[config.mk]
export PLATFORM = sky130hd
export DESIGN_NAME = ledscan_flat
export DESIGN_NICKNAME = d
export VERILOG_FILES = /design/src/rtl/ledscan_if.sv /design/src/rtl/ledscan.sv /design/src/flat_wrapper.sv
export SDC_FILE = /design/constraint.sdc
export NUM_CORES = 1
export LEC_CHECK = 0
export CORE_ASPECT_RATIO = 1.4
export CORE_MARGIN = 2
export CORE_UTILIZATION = 37
export CTS_BUF_LIST = sky130_fd_sc_hd__clkbuf_16
export CTS_CLUSTER_SIZE = 40
export DETAILED_ROUTE_END_ITERATION = 8
export PLACE_DENSITY_LB_ADDON = 0.12
export SYNTH_ARGS = -nofsm -noshare
export SYNTH_HDL_FRONTEND = slang
export SYNTH_SLANG_ARGS = --single-unit
[constraint.sdc]
create_clock -name clk -period 2.1 [get_ports clk]
set_input_delay 0.21 -clock clk [delete_from_list [all_inputs] [get_ports clk]]
set_output_delay 0.21 -clock clk [all_outputs]
set_load 0.03 [all_outputs]
[src/rtl/ledscan_if.sv]
// Display-driver boundary bundle: source load requests and data in, segment/digit pins and update strobe out.
interface ledscan_if #(
  parameter int unsigned NSRC   = 8,
  parameter int unsigned DIGITS = 4
);
  logic [NSRC-1:0]                  out_en;
  logic [NSRC-1:0][4*DIGITS-1:0]    out_dat;
  logic [DIGITS-1:0]                dp_in;
  logic                             hold;
  logic [7:0]                       seg_out;
  logic [DIGITS-1:0]                digit_out;
  logic                             upd;

  modport master (
    output out_en, out_dat, dp_in, hold,
    input  seg_out, digit_out, upd
  );

  modport slave (
    input  out_en, out_dat, dp_in, hold,
    output seg_out, digit_out, upd
  );
endinterface

[src/rtl/ledscan.sv]
// Multiplexed 7-segment driver: latches a hex value from the lowest requesting source and scans it across DIGITS digits.
// Optional leading-zero blanking is enabled by defining LEDSCAN_LZB_EN.
module ledscan #(
  parameter int unsigned NSRC   = 8,
  parameter int unsigned DIGITS = 4,
  parameter int unsigned DIV    = 1024
) (
  input  logic     clk,
  input  logic     reset,
  ledscan_if.slave bus
);

  localparam int unsigned PW = (DIV > 1) ? $clog2(DIV) : 1;
  localparam int unsigned IW = (DIGITS > 1) ? $clog2(DIGITS) : 1;
  localparam logic [PW-1:0] PMAX = PW'(DIV - 1);
  localparam logic [IW-1:0] IMAX = IW'(DIGITS - 1);

  logic [DIGITS-1:0][3:0] dat_q, dat_d;
  logic                   upd_q, upd_d;
  logic [PW-1:0]          pcnt_q, pcnt_d;
  logic [IW-1:0]          idx_q, idx_d;
  logic [7:0]             seg_q, seg_d;
  logic [DIGITS-1:0]      digit_q, digit_d;
  logic [DIGITS-1:0]      blank;
  logic                   zero_above;

  function automatic logic [6:0] hex7(input logic [3:0] n);
    logic [6:0] s;
    case (n)
      4'h0: s = 7'h3F;
      4'h1: s = 7'h06;
      4'h2: s = 7'h5B;
      4'h3: s = 7'h4F;
      4'h4: s = 7'h66;
      4'h5: s = 7'h6D;
      4'h6: s = 7'h7D;
      4'h7: s = 7'h07;
      4'h8: s = 7'h7F;
      4'h9: s = 7'h6F;
      4'hA: s = 7'h77;
      4'hB: s = 7'h7C;
      4'hC: s = 7'h39;
      4'hD: s = 7'h5E;
      4'hE: s = 7'h79;
      default: s = 7'h71;
    endcase
    return s;
  endfunction

  // Lowest-numbered requesting source wins; upd_d doubles as the "already found" flag.
  always_comb begin
    dat_d = dat_q;
    upd_d = 1'b0;
    if (!bus.hold) begin
      for (int unsigned i = 0; i < NSRC; i++) begin
        if (bus.out_en[i] && !upd_d) begin
          dat_d = bus.out_dat[i];
          upd_d = 1'b1;
        end
      end
    end
  end

  always_comb begin
    pcnt_d = pcnt_q + 1'b1;
    idx_d  = idx_q;
    if (pcnt_q == PMAX) begin
      pcnt_d = '0;
      idx_d  = (idx_q == IMAX) ? '0 : idx_q + 1'b1;
    end
  end

  // Walk from the top nibble down; a digit blanks while everything at or above it is zero.
  always_comb begin
    blank      = '0;
    zero_above = 1'b1;
`ifdef LEDSCAN_LZB_EN
    for (int unsigned k = DIGITS; k > 1; k--) begin
      zero_above   = zero_above && (dat_q[k-1] == 4'h0);
      blank[k-1]   = zero_above;
    end
`endif
  end

  always_comb begin
    digit_d = DIGITS'(1) << idx_q;
    seg_d   = {bus.dp_in[idx_q], blank[idx_q] ? 7'h00 : hex7(dat_q[idx_q])};
  end

  always_ff @(posedge clk) begin
    if (reset) begin
      dat_q   <= '0;
      upd_q   <= 1'b0;
      pcnt_q  <= '0;
      idx_q   <= '0;
      seg_q   <= '0;
      digit_q <= '0;
    end else begin
      dat_q   <= dat_d;
      upd_q   <= upd_d;
      pcnt_q  <= pcnt_d;
      idx_q   <= idx_d;
      seg_q   <= seg_d;
      digit_q <= digit_d;
    end
  end

  assign bus.seg_out   = seg_q;
  assign bus.digit_out = digit_q;
  assign bus.upd       = upd_q;

endmodule
[src/flat_wrapper.sv]
// flat-port wrapper written by rule: the top's interface ports become plain ports
module ledscan_flat 
#(
  parameter int unsigned NSRC   = 8,
  parameter int unsigned DIGITS = 4,
  parameter int unsigned DIV    = 1024
)
  (clk, reset, bus_out_en, bus_out_dat, bus_dp_in, bus_hold, bus_seg_out, bus_digit_out, bus_upd);
  ledscan_if #(.NSRC(NSRC), .DIGITS(DIGITS)) bus_i ();
  input  logic clk;
  input  logic reset;
  input wire logic [$bits(bus_i.out_en)-1:0] bus_out_en;
  input wire logic [$bits(bus_i.out_dat)-1:0] bus_out_dat;
  input wire logic [$bits(bus_i.dp_in)-1:0] bus_dp_in;
  input wire logic [$bits(bus_i.hold)-1:0] bus_hold;
  output wire logic [$bits(bus_i.seg_out)-1:0] bus_seg_out;
  output wire logic [$bits(bus_i.digit_out)-1:0] bus_digit_out;
  output wire logic [$bits(bus_i.upd)-1:0] bus_upd;
  assign bus_i.out_en = bus_out_en;
  assign bus_i.out_dat = bus_out_dat;
  assign bus_i.dp_in = bus_dp_in;
  assign bus_i.hold = bus_hold;
  assign bus_seg_out = bus_i.seg_out;
  assign bus_digit_out = bus_i.digit_out;
  assign bus_upd = bus_i.upd;
  ledscan #(.NSRC(NSRC), .DIGITS(DIGITS), .DIV(DIV)) u_core (.clk(clk), .reset(reset), .bus(bus_i));
endmodule
==> results.md <==
- Status: finished clean
- Core Util, Final: 0.6271
- Clk_skew: 3.295 ps
- CP required: between 2000 and 2500 ps
- Avg Inst Size Synth: 7.395 µm²
- Total core area: 8198 µm²
- CP arrival: 2150 ps
- Vias/cell: 5.428
- Clock slew at reported path FFs: roughly 60 ps
- Fmax: just over 500 MHz
- GPL Wtd Cong: approximately 0.80
- Worst Tran Pin Value: 539.2 ps
- Num ports: 156
- Antenna violations before repair: 0
- Clock Latency Late Sink: 280 ps
- Drt pass-1 iters: 5
- Post-route ant nets: 0
- Vias: 3669
- Worst r2r src: u_core.idx_q[0]
- XOR/XNOR Fraction of Synth Area: 0.02235
- Wirelength, routed: 10750 µm
- Max FO, Critical Path: 8
- R2R setup slack: 180 ps
- Post-synthesis mux area share: 0.03512
- Vias in the first global route: approximately 3700
- Synth warn: 0
- Synth Area in Simple Gates: 0.1676
- DIE WIDTH: 81.80 µm
- Endpoint type of the worst setup path: register
- Most common cell after layout, fill and taps aside: clkdlybuf4s50_1
- Most frequent cells in the layout: clkdlybuf4s50_1 (151), a21oi_1 (99), dfxtp_1 (40), nor2_1 (34), nand2_1 (26)
- Final setup viols: 0
- Share of cells above drive strength 1: 0.1045
- DRC viols: 0
- Mapped cell area: 3136 µm²
- Final slew viol count: 0
- Hold path endpoint: u_core.pcnt_q[0]
- Total grt overflow: 0
- Most used flip-flop cell after synthesis: dfxtp_1
- Area after DPL: 4871 µm²
- Post-synth ARST share: 0
- Multi-input gate area: 2123 µm²
- Synth top area cells: dfxtp_1 (26%), a21oi_1 (16%), o221ai_2 (4.8%), o22a_1 (4.5%), nor2b_1 (4.2%)
- RSZ-0062 raised after global routing: false
- Seq/Total Area, Yosys: 0.2618
- CTS hold repair buffers: 0
- Fill cell count: about 760
- Count of different cell masters after synthesis: 42
- Cell area power density: 510.9 nW/µm²
- CTS Sinks: 41
- Largest net degree at the start of global routing: 37
- VDD IR-drop max: approximately 0.00046 V
- Port bufs: between 150 and 200
- Max Cap Viol: 0
- DR iter-0 viols: 160
- Yosys reg bits: 41
- Critical path class: in2reg
- Core Rows: 39
- Die ar.: 9237 µm²
- GRT Util Overall: 0.2326
- Critical Path Start Type: input port
- DIE HEIGHT: 112.9 µm
- Final instance area: 5141 µm²
- Synthesized instance count: 424
- Worst Hold Class: reg2reg
- Area grow syn2layout: 63.97%
- CTS tree: done
- Largest family of logic cells by synthesized area: compound AO/OA/AOI/OAI gates
- Post-synthesis compound-gate area fraction: 0.3982
- Leading area contributor after synthesis: dfxtp_1
- Number of diodes: 0
- Final net count: 725
- P_leak: slightly below 0.002 µW
- Rel. slew slack: 0.6397
- Final min period: between 1500 and 2000 ps
- CTS root buf: clkbuf_16
- Final WS setup: approximately 120 ps
- Post-Synth Adder-Cell Area: 0.03591
- CTS Buffer Depth: 2
- WHS Path Cells: 1
- R2R depth: 7
- H-tree levels: 2
- FF/Latch Area: 822.0 µm²
- Share of the synthesized area in the top cell type: 0.2618
- Syn Nets: ~580
- Setup WS pre-CTS: -350.5 ps
- Hold path start: u_core.pcnt_q[0]
- Initial Util: 0.3825
- HPWL after DPL: between 8000 and 9000 µm
- WL per Instance: 15.90 µm
- CTS Buf Count: 5
- R2R Path End: u_core.bus.seg_out[3]
- Number of synthesized flops with an enable pin: 0
- First-pass GRT wire length: roughly 17000 µm
- Final Hold Viols: 0
- Final Cycle Share: 0.9422
## metal layers
layer,GRT usage,wire (µm),up-vias
met5,0,0,-
met4,0.07000,178,0
met3,0.05821,842,13
met2,0.4542,5860,141
met1,0.2304,3868,1656
li1,-,-,1859
## critical path, stage by stage
cell and delay [ps]:
dlygate4sd2_1 240, or4_4 540, or3_4 340, or3b_4 430, buf_12 170, o221ai_2 150
a21oi_1 60
## sequential cells by signal (all words and copies together) (netlist names)
register              flops
u_core.bus.upd            1
u_core.idx_q              2
u_core.bus.digit_out      4
u_core.bus.seg_out        8
u_core.dat_q             16
u_core.pcnt_q            10
## final cells by class
type | count | area share
repair buffers | 180 | 0.3485
inverters | 23 | 0.01679
clock inverters | 3 | 0.01266
multi-input cells | 322 | 0.4130
flip-flops and latches | 41 | 0.1599
well taps | 102 | 0.02482
clock buffers | 5 | 0.02434
## through the flow
step	total power (µW)	hold WS, ps	TNS (ps)	cells
2_1_floorplan	1226	286.8	-1669	424
3_3_place_gp	1633	429.3	-4913	667
3_5_place_dp	1641	443.6	-5274	667
4_1_cts	2632	452.1	0	676
5_1_grt	2739	483.6	0	676
6_report	2626	453.7	0	676
## what timing repair did
item	CTS	global route
endpoints found under the setup margin	16	13
setup buffers	0	0
gates cloned	1	0
resized for setup	13	2
pin swaps	3	2
## cells by family after synthesis
family | Yosys count
compound gates | 192
simple gates | 107
buf+inv | 61
flops | 41
fa+ha+maj | 9
xor+xnor | 8
mux | 6
## report_power, final
part	total, µW	internal [µW]	switching, µW
sequential	858	824	33.0
combinational	780	447	334
clock	988	679	310
total	2630	1950	677
## Yosys cell counts, drive strengths merged (3+ instances only)
master / instances
nand2: 26
a21oi: 99
nand3: 4
and3: 5
nor2b: 21
inv: 22
o21ai: 18
xnor2: 3
nor3: 3
o22ai: 15
dfxtp: 41
clkbuf: 30
or3: 3
o221ai: 16
o22a: 16
nor2: 34
a211oi: 16
ha: 9
buf: 8
a221oi: 6
mux4: 4
xor2: 5
## how the worst max path moves through the flow
stage	slack, ps	to	cells after the start	start
after global routing	40	u_core.dat_q[12]	8	bus_out_en[2]
after CTS	40	u_core.dat_q[12]	7	bus_out_en[2]
after floorplan	-150	u_core.dat_q[10]	9	bus_out_en[0]
after detailed placement	-350	u_core.dat_q[1]	7	bus_out_en[0]
after global placement	-320	u_core.dat_q[2]	7	bus_out_en[0]
final	120	u_core.dat_q[1]	7	bus_out_en[2]
Power figures use the tool's default switching activity.
